==> src/rtl/otter_uart_tx_if.sv <==
// Bus link between the core (initiator) and the UART transmitter (responder).
//
// Handshake: the initiator raises req with we/addr/wdata stable and holds them
// until it sees ack. The responder accepts on a rising clk edge where req=1 and
// ack=0, and pulses ack for exactly one cycle on the following cycle, with
// rdata valid only while ack=1 (0 otherwise). req still high while ack=1 is not
// a new request, so back-to-back accesses complete at most once every 2 cycles.
interface otter_uart_tx_if;
    logic        req;
    logic        we;
    logic [3:0]  addr;
    logic [31:0] wdata;
    logic [31:0] rdata;
    logic        ack;

    modport master (output req, output we, output addr, output wdata,
                    input rdata, input ack);
    modport slave  (input req, input we, input addr, input wdata,
                    output rdata, output ack);
endinterface

==> src/rtl/otter_uart_tx.sv <==
// Memory-mapped 8N1 UART transmitter with a TX FIFO, programmable bit period,
// sticky overflow flag and a level interrupt for "all data sent".
module otter_uart_tx #(
    parameter int          FIFO_DEPTH = 8,
    parameter logic [15:0] BAUD_RESET = 16'd868
) (
    input  logic                  clk,
    input  logic                  rst,
    otter_uart_tx_if.slave        bus,
    output logic                  tx,
    output logic                  irq,
    output logic [1:0]            fsm_state
);
    localparam int AW = $clog2(FIFO_DEPTH);
    localparam logic [AW:0] DEPTH_CNT = (AW+1)'(FIFO_DEPTH);

    typedef enum logic [1:0] {IDLE = 2'd0, START = 2'd1, DATA = 2'd2, STOP = 2'd3} state_t;

    state_t      state;
    logic [7:0]  mem [FIFO_DEPTH];
    logic [AW:0] wr_ptr;
    logic [AW:0] rd_ptr;
    logic [AW:0] count;
    logic        full;
    logic        empty;
    logic        busy;
    logic        accept;
    logic        push;
    logic        pop;
    logic        wr_status;
    logic        wr_baud;
    logic        overflow;
    logic        ie;
    logic [15:0] baud_div;
    logic [15:0] next_div;
    logic [15:0] eff_div;
    logic [15:0] bit_cnt;
    logic [7:0]  shift;
    logic [2:0]  bit_idx;
    logic [31:0] rd_mux;
    logic        unused_bits;

    assign accept    = bus.req & ~bus.ack;
    assign push      = accept & bus.we & (bus.addr[3:2] == 2'd0);
    assign wr_status = accept & bus.we & (bus.addr[3:2] == 2'd1);
    assign wr_baud   = accept & bus.we & (bus.addr[3:2] == 2'd2);
    assign count     = wr_ptr - rd_ptr;
    assign full      = (count == DEPTH_CNT);
    assign empty     = (wr_ptr == rd_ptr);
    assign busy      = (state != IDLE);
    assign pop       = (state == IDLE) & ~empty;
    // Divisors below 2 cannot form a valid bit, so they are treated as 2.
    assign next_div  = (baud_div < 16'd2) ? 16'd2 : baud_div;
    assign fsm_state = state;
    assign unused_bits = &{1'b0, bus.addr[1:0], bus.wdata[31:16]};

    // Read mux reflects register state as of the accept edge.
    always_comb begin
        rd_mux = 32'd0;
        case (bus.addr[3:2])
            2'd1:    rd_mux = {27'd0, ie, overflow, empty, full, busy};
            2'd2:    rd_mux = {16'd0, baud_div};
            default: rd_mux = 32'd0;
        endcase
    end

    // Bus response: one-cycle ack after accept, read data only alongside ack.
    always_ff @(posedge clk or posedge rst) begin
        if (rst) begin
            bus.ack   <= 1'b0;
            bus.rdata <= 32'd0;
        end else begin
            bus.ack   <= accept;
            bus.rdata <= (accept && !bus.we) ? rd_mux : 32'd0;
        end
    end

    // FIFO storage; a push into a full FIFO is allowed only when the head pops the same edge.
    always_ff @(posedge clk) begin
        if (push && (!full || pop)) begin
            mem[wr_ptr[AW-1:0]] <= bus.wdata[7:0];
        end
    end

    // FIFO pointers, one bit wider than the index to tell full from empty.
    always_ff @(posedge clk or posedge rst) begin
        if (rst) begin
            wr_ptr <= '0;
            rd_ptr <= '0;
        end else begin
            if (push && (!full || pop)) wr_ptr <= wr_ptr + 1'b1;
            if (pop)                    rd_ptr <= rd_ptr + 1'b1;
        end
    end

    // Control registers: sticky overflow, interrupt enable, bit period.
    always_ff @(posedge clk or posedge rst) begin
        if (rst) begin
            overflow <= 1'b0;
            ie       <= 1'b0;
            baud_div <= BAUD_RESET;
        end else begin
            if (push && full && !pop)          overflow <= 1'b1;
            else if (wr_status && bus.wdata[3]) overflow <= 1'b0;
            if (wr_status) ie       <= bus.wdata[4];
            if (wr_baud)   baud_div <= bus.wdata[15:0];
        end
    end

    // Level interrupt registered from current state, so it lags its cause by one cycle.
    always_ff @(posedge clk or posedge rst) begin
        if (rst) irq <= 1'b0;
        else     irq <= overflow | (ie & empty & ~busy);
    end

    // Transmit FSM; tx is registered and each bit is held for eff_div cycles.
    always_ff @(posedge clk or posedge rst) begin
        if (rst) begin
            state   <= IDLE;
            tx      <= 1'b1;
            shift   <= 8'd0;
            bit_idx <= 3'd0;
            bit_cnt <= 16'd0;
            eff_div <= 16'd2;
        end else begin
            case (state)
                IDLE: begin
                    tx <= 1'b1;
                    if (pop) begin
                        shift   <= mem[rd_ptr[AW-1:0]];
                        eff_div <= next_div;
                        bit_cnt <= next_div - 16'd1;
                        tx      <= 1'b0;
                        state   <= START;
                    end
                end
                START: begin
                    if (bit_cnt == 16'd0) begin
                        bit_cnt <= eff_div - 16'd1;
                        bit_idx <= 3'd0;
                        tx      <= shift[0];
                        state   <= DATA;
                    end else begin
                        bit_cnt <= bit_cnt - 16'd1;
                    end
                end
                DATA: begin
                    if (bit_cnt == 16'd0) begin
                        bit_cnt <= eff_div - 16'd1;
                        if (bit_idx == 3'd7) begin
                            tx    <= 1'b1;
                            state <= STOP;
                        end else begin
                            shift   <= shift >> 1;
                            bit_idx <= bit_idx + 3'd1;
                            tx      <= shift[1];
                        end
                    end else begin
                        bit_cnt <= bit_cnt - 16'd1;
                    end
                end
                STOP: begin
                    if (bit_cnt == 16'd0) state   <= IDLE;
                    else                  bit_cnt <= bit_cnt - 16'd1;
                end
                default: begin
                    tx    <= 1'b1;
                    state <= IDLE;
                end
            endcase
        end
    end
endmodule
==> src/flat_wrapper.sv <==
// flat-port wrapper written by rule: the top's interface ports become plain ports
module otter_uart_tx_flat 
#(
    parameter int          FIFO_DEPTH = 8,
    parameter logic [15:0] BAUD_RESET = 16'd868
)
  (clk, rst, tx, irq, fsm_state, bus_req, bus_we, bus_addr, bus_wdata, bus_rdata, bus_ack);
  otter_uart_tx_if bus_i ();
  input  logic clk;
  input  logic rst;
  output logic tx;
  output logic irq;
  output logic [1:0] fsm_state;
  input wire logic [$bits(bus_i.req)-1:0] bus_req;
  input wire logic [$bits(bus_i.we)-1:0] bus_we;
  input wire logic [$bits(bus_i.addr)-1:0] bus_addr;
  input wire logic [$bits(bus_i.wdata)-1:0] bus_wdata;
  output wire logic [$bits(bus_i.rdata)-1:0] bus_rdata;
  output wire logic [$bits(bus_i.ack)-1:0] bus_ack;
  assign bus_i.req = bus_req;
  assign bus_i.we = bus_we;
  assign bus_i.addr = bus_addr;
  assign bus_i.wdata = bus_wdata;
  assign bus_rdata = bus_i.rdata;
  assign bus_ack = bus_i.ack;
  otter_uart_tx #(.FIFO_DEPTH(FIFO_DEPTH), .BAUD_RESET(BAUD_RESET)) u_core (.clk(clk), .rst(rst), .bus(bus_i), .tx(tx), .irq(irq), .fsm_state(fsm_state));
endmodule
==> config.mk <==
export PLATFORM = sky130hd
export DESIGN_NAME = otter_uart_tx_flat
export DESIGN_NICKNAME = d
export VERILOG_FILES = /design/src/rtl/otter_uart_tx_if.sv /design/src/rtl/otter_uart_tx.sv /design/src/flat_wrapper.sv
export SDC_FILE = /design/constraint.sdc
export NUM_CORES = 1
export LEC_CHECK = 0
export CORE_MARGIN = 2
export CORE_UTILIZATION = 64
export CTS_CLUSTER_DIAMETER = 60
export DETAILED_ROUTE_END_ITERATION = 8
export DONT_BUFFER_PORTS = 1
export GPL_ROUTABILITY_DRIVEN = 0
export PLACE_DENSITY = 0.8
export SETUP_SLACK_MARGIN = 0.4
export SLEW_MARGIN = 10
export SYNTH_ARGS = -nofsm -noshare
export SYNTH_HDL_FRONTEND = slang
export SYNTH_SLANG_ARGS = --single-unit
export TNS_END_PERCENT = 1
==> constraint.sdc <==
create_clock -name clk -period 4.15 [get_ports clk]
set_input_delay 0.415 -clock clk [delete_from_list [all_inputs] [get_ports clk]]
set_output_delay 0.415 -clock clk [all_outputs]
set_load 0.05 [all_outputs]
==> out/metrics.csv, run 1 <==
metric,value,unit
status,"complete, but fails checks",
failing checks,DRC,
final worst path period share,0.810,
Die Wd,113,µm
register share of total power,0.373,
Post-Route WL,17000,µm
Avg WL per Cell,21.0,µm
H-tree Lvls,4,
setup TNS,0,ns
combinational fraction of design power,0.360,
Skew-Pair Late Insertion Delay,0.42,ns
Post-synth EDFFs,64,
CTS buffer count,17,
die height,113,µm
Initial Utilization,0.663,
"commonest non-fill, non-tap cell in the layout",nand2_1,
HPWL after detailed placement,11100,µm
postcts setup bufs,0,
post_cts resized,0,
"Avg Cell Area, Syn",11.7,µm²
NetSw,2.40,mW
maxcap violations,0,
I/O pin cnt,77,
crit path DAT,3.67,ns
Worst setup SP type,register,
largest net degree at the start of global routing,58,
"top cells by area, synth","dfrtp_1 27%, edfxtp_1 25%, mux4_2 4.7%, nand2_1 4.3%, mux2_2 3.5%",
met3 wire length,1260,µm
Via density,6.52,
Area after DPL,7710,µm²
vias in the first global route,5278,
hold-fix buffers at CTS,0,
clock power share,0.267,
share of the synthesized area in the top cell type,0.272,
die area,12800,µm²
vias post-DR,5290,
cells after synthesis,655,
first-pass detailed-route iteration total,7,
Buffers on Ports,0,
Leak,3.39,nW
R2R depth,11,
ANT cells,0,
clk_skew,0.00848,ns
Clock Sinks,154,
wire length on met1,7160,µm
"commonest cells after routing, fill and taps aside","88 x nand2_1, 83 x dfrtp_1, 64 x edfxtp_1, 37 x o21ai_0, 34 x nor2_1",
Synth area leader,dfrtp_1,
Max Slew Vio Count,0,
area grow syn2layout,9.49,%
Hold Crit Class,primary input to async pin,
PD cells,758,nW/µm²
critical path type,register to register,
critical path capture point type,register,
"Hold Vio Cnt, Final",0,
Ys Warns,0,
CP required,4.45,ns
global-route wire length before repair,28100,µm
Reg2Reg Capture Point,u_core.bit_cnt[8],
Syn Std Cell Area,7630,µm²
CP max FO,6,
final core occ,0.726,
Post-synth ARST share,0.584,
cell area after layout,8360,µm²
Final min period,3.36,ns
core area,11500,µm²
Post-synth top flop,dfrtp_1,
Post-layout nets,713,
CTS tree,built,
root cell of the clock tree,clkbuf_16,
Max VDD drop,0.000536,V
register bit total from synthesis,154,
# rows,39,
DR top layer,met4,
final setup vio count,0,
CP cell instances,nor4_1 -> nand4_1 -> o31ai_1 -> ha_1 -> nor4b_1 -> buf_4 -> nand2_1 -> nor2_1 -> xnor2_1 -> a21oi_1 -> a221o_1,
initial antenna violation count,0,
GRT Total Usage,0.285,
CP max stage delay,0.50,ns
fraction of final layout cells sized beyond drive strength 1,0.157,
RSZ-0062 raised after global routing,false,
register area share after synthesis,0.548,
Synth cell types,69,
cell internal pwr,3.93,mW
r2r setup slk,0.79,ns
Least-Margin Pin Slew,0.956,ns
CP max stage cell,nor4_1,
fmax,297,MHz
GRT overflow,0,
1st-iter DRT viols,520,
RR Startpoint,u_core.baud_div[14],
switching part of the total power,0.379,
metal2 WL,8270,µm
Max Buffers Root-to-Sink,2,
"CTS clk-pin slew, worst paths",0.06,ns
worst rel slew slack,0.362,
drc violations,6,
Detail Route Antenna Nets,0,
critical path: cells and delay by family, from the launching register on:
family	cells	cell delay, ns
adders and majority gates	1	0.29
xor gates and xnor gates	1	0.18
buffers and inverters	1	0.19
AOI/OAI and AO/OA	3	0.92
and+or+nand+nor	5	1.22
DFF	1	0.46
cells in the mapped netlist, types with 6 or more instances:
cell / n
or3_1: 7
xnor2_1: 26
nor4_1: 10
nand2b_1: 6
nor3_1: 13
inv_1: 20
a21oi_1: 12
o21ai_0: 37
nor2_1: 34
xor2_1: 8
mux2_2: 24
ha_1: 18
mux4_2: 16
dfstp_2: 7
buf_4: 17
nand2_1: 88
clkbuf_1: 23
and3_1: 7
dfrtp_1: 83
buf_2: 6
mux2i_1: 12
edfxtp_1: 64
nand3_1: 12
and2_1: 11
registers in the layout, summed over array words and instances, names as in the netlist:
register          count
u_core.tx             1
u_core.bit_idx        3
u_core.shift          8
u_core.rd_ptr         4
u_core.overflow       1
u_core.bus.ack        1
u_core.mem           64
u_core.ie             1
u_core.wr_ptr         4
u_core.irq            1
u_core.eff_div       16
u_core.fsm_state      2
u_core.baud_div      16
u_core.bus.rdata     16
u_core.bit_cnt       16
how the worst max path moves through the flow:
stage / slack, ns / to / from
floorplan: 0.61 / u_core.mem[0][0] / u_core.rd_ptr[1]
global placement: 0.94 / u_core.bit_cnt[8] / u_core.baud_div[13]
detailed placement: 0.84 / u_core.bit_cnt[8] / u_core.baud_div[13]
CTS: 0.82 / u_core.bit_cnt[8] / u_core.baud_div[14]
global route: 0.48 / u_core.bit_cnt[8] / u_core.baud_div[14]
finish: 0.79 / u_core.bit_cnt[8] / u_core.baud_div[14]
cell families (layout without fill, tap and decap cells):
| family | Yosys count | in the layout | share of synthesized area |
|---|---|---|---|
| flip-flops | 154 | 154 | 0.548 |
| adder cells (fa/ha/maj) | 18 | 18 | 0.0295 |
| AND/OR/NAND/NOR | 222 | 222 | 0.148 |
| other | 1 | 16 | 0.000491 |
| XOR/XNOR | 34 | 34 | 0.0390 |
| AO/OA/AOI/OAI | 106 | 106 | 0.0931 |
| buffers and inverters | 68 | 66 | 0.0438 |
| multiplexers | 52 | 52 | 0.0984 |
final cells by class:
type	instances	area, µm²
Clock buffer	18	429
Tap cell	143	179
Multi-Input combinational cell	448	3170
Inverter	21	80.1
Fill cell	754	3160
Timing Repair Buffer	13	97.6
Clock inverter	14	216
Sequential cell	154	4180
per-layer routing:
layer	global-route usage	vias to the layer above
met1	0.407	2639
met4	0.0976	0
met3	0.0600	39
met2	0.441	249
li1	-	2363
met5	0	-
power groups by stage:
stage	combinational [mW]	sequential, mW	clock [mW]
after floorplan	1.79	2.25	0
after global placement	2.11	2.35	0
after detailed placement	2.19	2.37	0
after CTS	2.25	2.35	1.70
after global routing	2.50	2.41	1.77
final	2.28	2.36	1.69
stage by stage:
stage	cells	worst slack [ns]	power, mW	hold WS, ns
floorplan	670	0.614	4.05	0.444
global placement	779	0.938	4.45	0.478
detailed placement	779	0.836	4.56	0.477
CTS	811	0.817	6.30	0.0741
global route	811	0.481	6.67	0.0703
finish	811	0.788	6.34	0.0684
(Power assumes the default switching activity.)
==> run 2, diff against run 1 <==
==> constraint.sdc (replaced) <==
create_clock -name clk -period 3.1 [get_ports clk]
set_input_delay 0.31 -clock clk [delete_from_list [all_inputs] [get_ports clk]]
set_output_delay 0.31 -clock clk [all_outputs]
set_load 0.05 [all_outputs]
==> out/metrics.csv, run 2 (synthesis results as in run 1) <==
metric,value,unit
clk_skew,0.0121,ns
Max Slew Vio Count,0,
Worst setup SP type,register,
RSZ-0062 raised after global routing,true,
maxcap violations,0,
hold slack,0.0379,ns
die area,12800,µm²
register share of total power,0.367,
"Hold Vio Cnt, Final",0,
Max VDD drop,0.000625,V
clock power share,0.230,
CTS tree,built,
Post-layout nets,755,
Fill cells,667,
switching part of the total power,0.403,
Least-Margin Pin Slew,0.697,ns
GRT Total Usage,0.311,
Post-Route WL,18800,µm
Avg WL per Cell,22.1,µm
combinational fraction of design power,0.403,
Detail Route Antenna Nets,0,
Placed Cells,792,
Final WS setup,0.201,ns
Buffers on Ports,0,
"non-filler cells, final",853,
HPWL after detailed placement,11800,µm
dpl ws,0.184,ns
"commonest non-fill, non-tap cell in the layout",nand2_1,
area grow syn2layout,15.0,%
Via density,6.71,
failing checks,DRC,
CP max FO,5,
1st-iter DRT viols,760,
initial antenna violation count,0,
H-tree Lvls,4,
NetSw,3.45,mW
fmax,345,MHz
final setup vio count,0,
drc violations,6,
Max Buffers Root-to-Sink,2,
global-route wire length before repair,30100,µm
CTS buffer count,17,
Die Wd,113,µm
crit path DAT,3.20,ns
ANT cells,0,
fraction of final layout cells sized beyond drive strength 1,0.221,
"commonest cells after routing, fill and taps aside","86 x nand2_1, 82 x dfrtp_1, 64 x edfxtp_1, 45 x buf_4, 36 x o21ai_0",
Clock Sinks,154,
Skew-Pair Late Insertion Delay,0.42,ns
Initial Utilization,0.663,
critical path capture point type,register,
Final min period,2.90,ns
vias post-DR,5722,
flip-flop count of the largest register after layout,64,
vias in the first global route,5504,
final worst path period share,0.935,
GRT overflow,0,
# rows,39,
"CTS clk-pin slew, worst paths",0.06,ns
PD cells,978,nW/µm²
largest net degree at the start of global routing,41,
root cell of the clock tree,clkbuf_16,
first-pass detailed-route iteration total,8,
I/O pin cnt,77,
Leak,3.57,nW
Hold Crit Class,primary input to register,
CP required,3.40,ns
core area,11500,µm²
cell internal pwr,5.13,mW
die height,113,µm
critical path type,register to register,
total power,8.58,mW
setup TNS,0,ns
worst rel slew slack,0.535,
status,"complete, but fails checks",
==> run 2: path summary, 6_finish.rpt <==
kind,from,endpoint,slack (ns),cells past startpoint
setup / recovery,u_core.baud_div[12],u_core.bit_cnt[4],0.20,12
hold / removal,bus_wdata[12],u_core.baud_div[12],0.04,1
setup reg to reg,u_core.baud_div[12],u_core.bit_cnt[4],0.20,12
hold reg to reg,u_core.wr_ptr[3],u_core.wr_ptr[3],0.51,1
max in group asynchronous,rst,u_core.baud_div[2],1.78,3
min in group asynchronous,rst,u_core.wr_ptr[1],0.44,2
==> run 2: cell type report <==
cell class | instances | area (µm²) | share of cell area
Multi-Input combinational cell | 448 | 3320 | 0.378
Inverter | 21 | 80.1 | 0.00912
Timing Repair Buffer | 55 | 448 | 0.0510
Clock inverter | 15 | 139 | 0.0158
Clock buffer | 17 | 425 | 0.0485
Tap cell | 143 | 179 | 0.0204
Sequential cell | 154 | 4180 | 0.477
==> run 2: metal layers <==
metal / vias up / share of wire / track usage
met2: 390 / 0.49 / 0.507
met5: - / 0 / 0
met1: 2820 / 0.38 / 0.427
met4: 0 / 0.032 / 0.0984
li1: 2439 / - / -
met3: 73 / 0.094 / 0.0637
==> run 2: power groups by stage <==
| stage | combinational [mW] | sequential (mW) | clock (mW) |
|---|---|---|---|
| after floorplan | 2.44 | 3.04 | 0 |
| after global placement | 3.04 | 3.10 | 0 |
| after detailed placement | 3.15 | 3.14 | 0 |
| after CTS | 3.29 | 3.13 | 1.99 |
| after global routing | 3.75 | 3.21 | 2.07 |
| final | 3.46 | 3.15 | 1.98 |
==> run 2: repair_timing <==
item / in CTS / in global routing
hold endpoints to repair: 100 / 0
pin swaps: 4 / 6
gates resized for setup: 8 / 6
setup endpoints to repair: 22 / 65
setup buffers: 13 / 7
hold buffers: 9 / 0
==> run 2: worst max-delay path: stages (launching register included) <==
cell and delay (ns):
dfrtp_2 0.45, nor4_4 0.33, nand4_1 0.28, o31ai_4 0.30, ha_2 0.24, buf_4 0.11
buf_4 0.12, nand2b_1 0.11, o21ai_0 0.25, nand3b_1 0.20, nand2_1 0.11, o21ai_0 0.07
a32o_1 0.21
==> run 2: stage by stage <==
stage,utilization,area (µm²)
3_3_place_gp,0.685,7890
2_1_floorplan,-,7790
5_1_grt,0.762,8780
4_1_cts,0.754,8680
3_5_place_dp,0.685,7890
6_report,0.762,8780
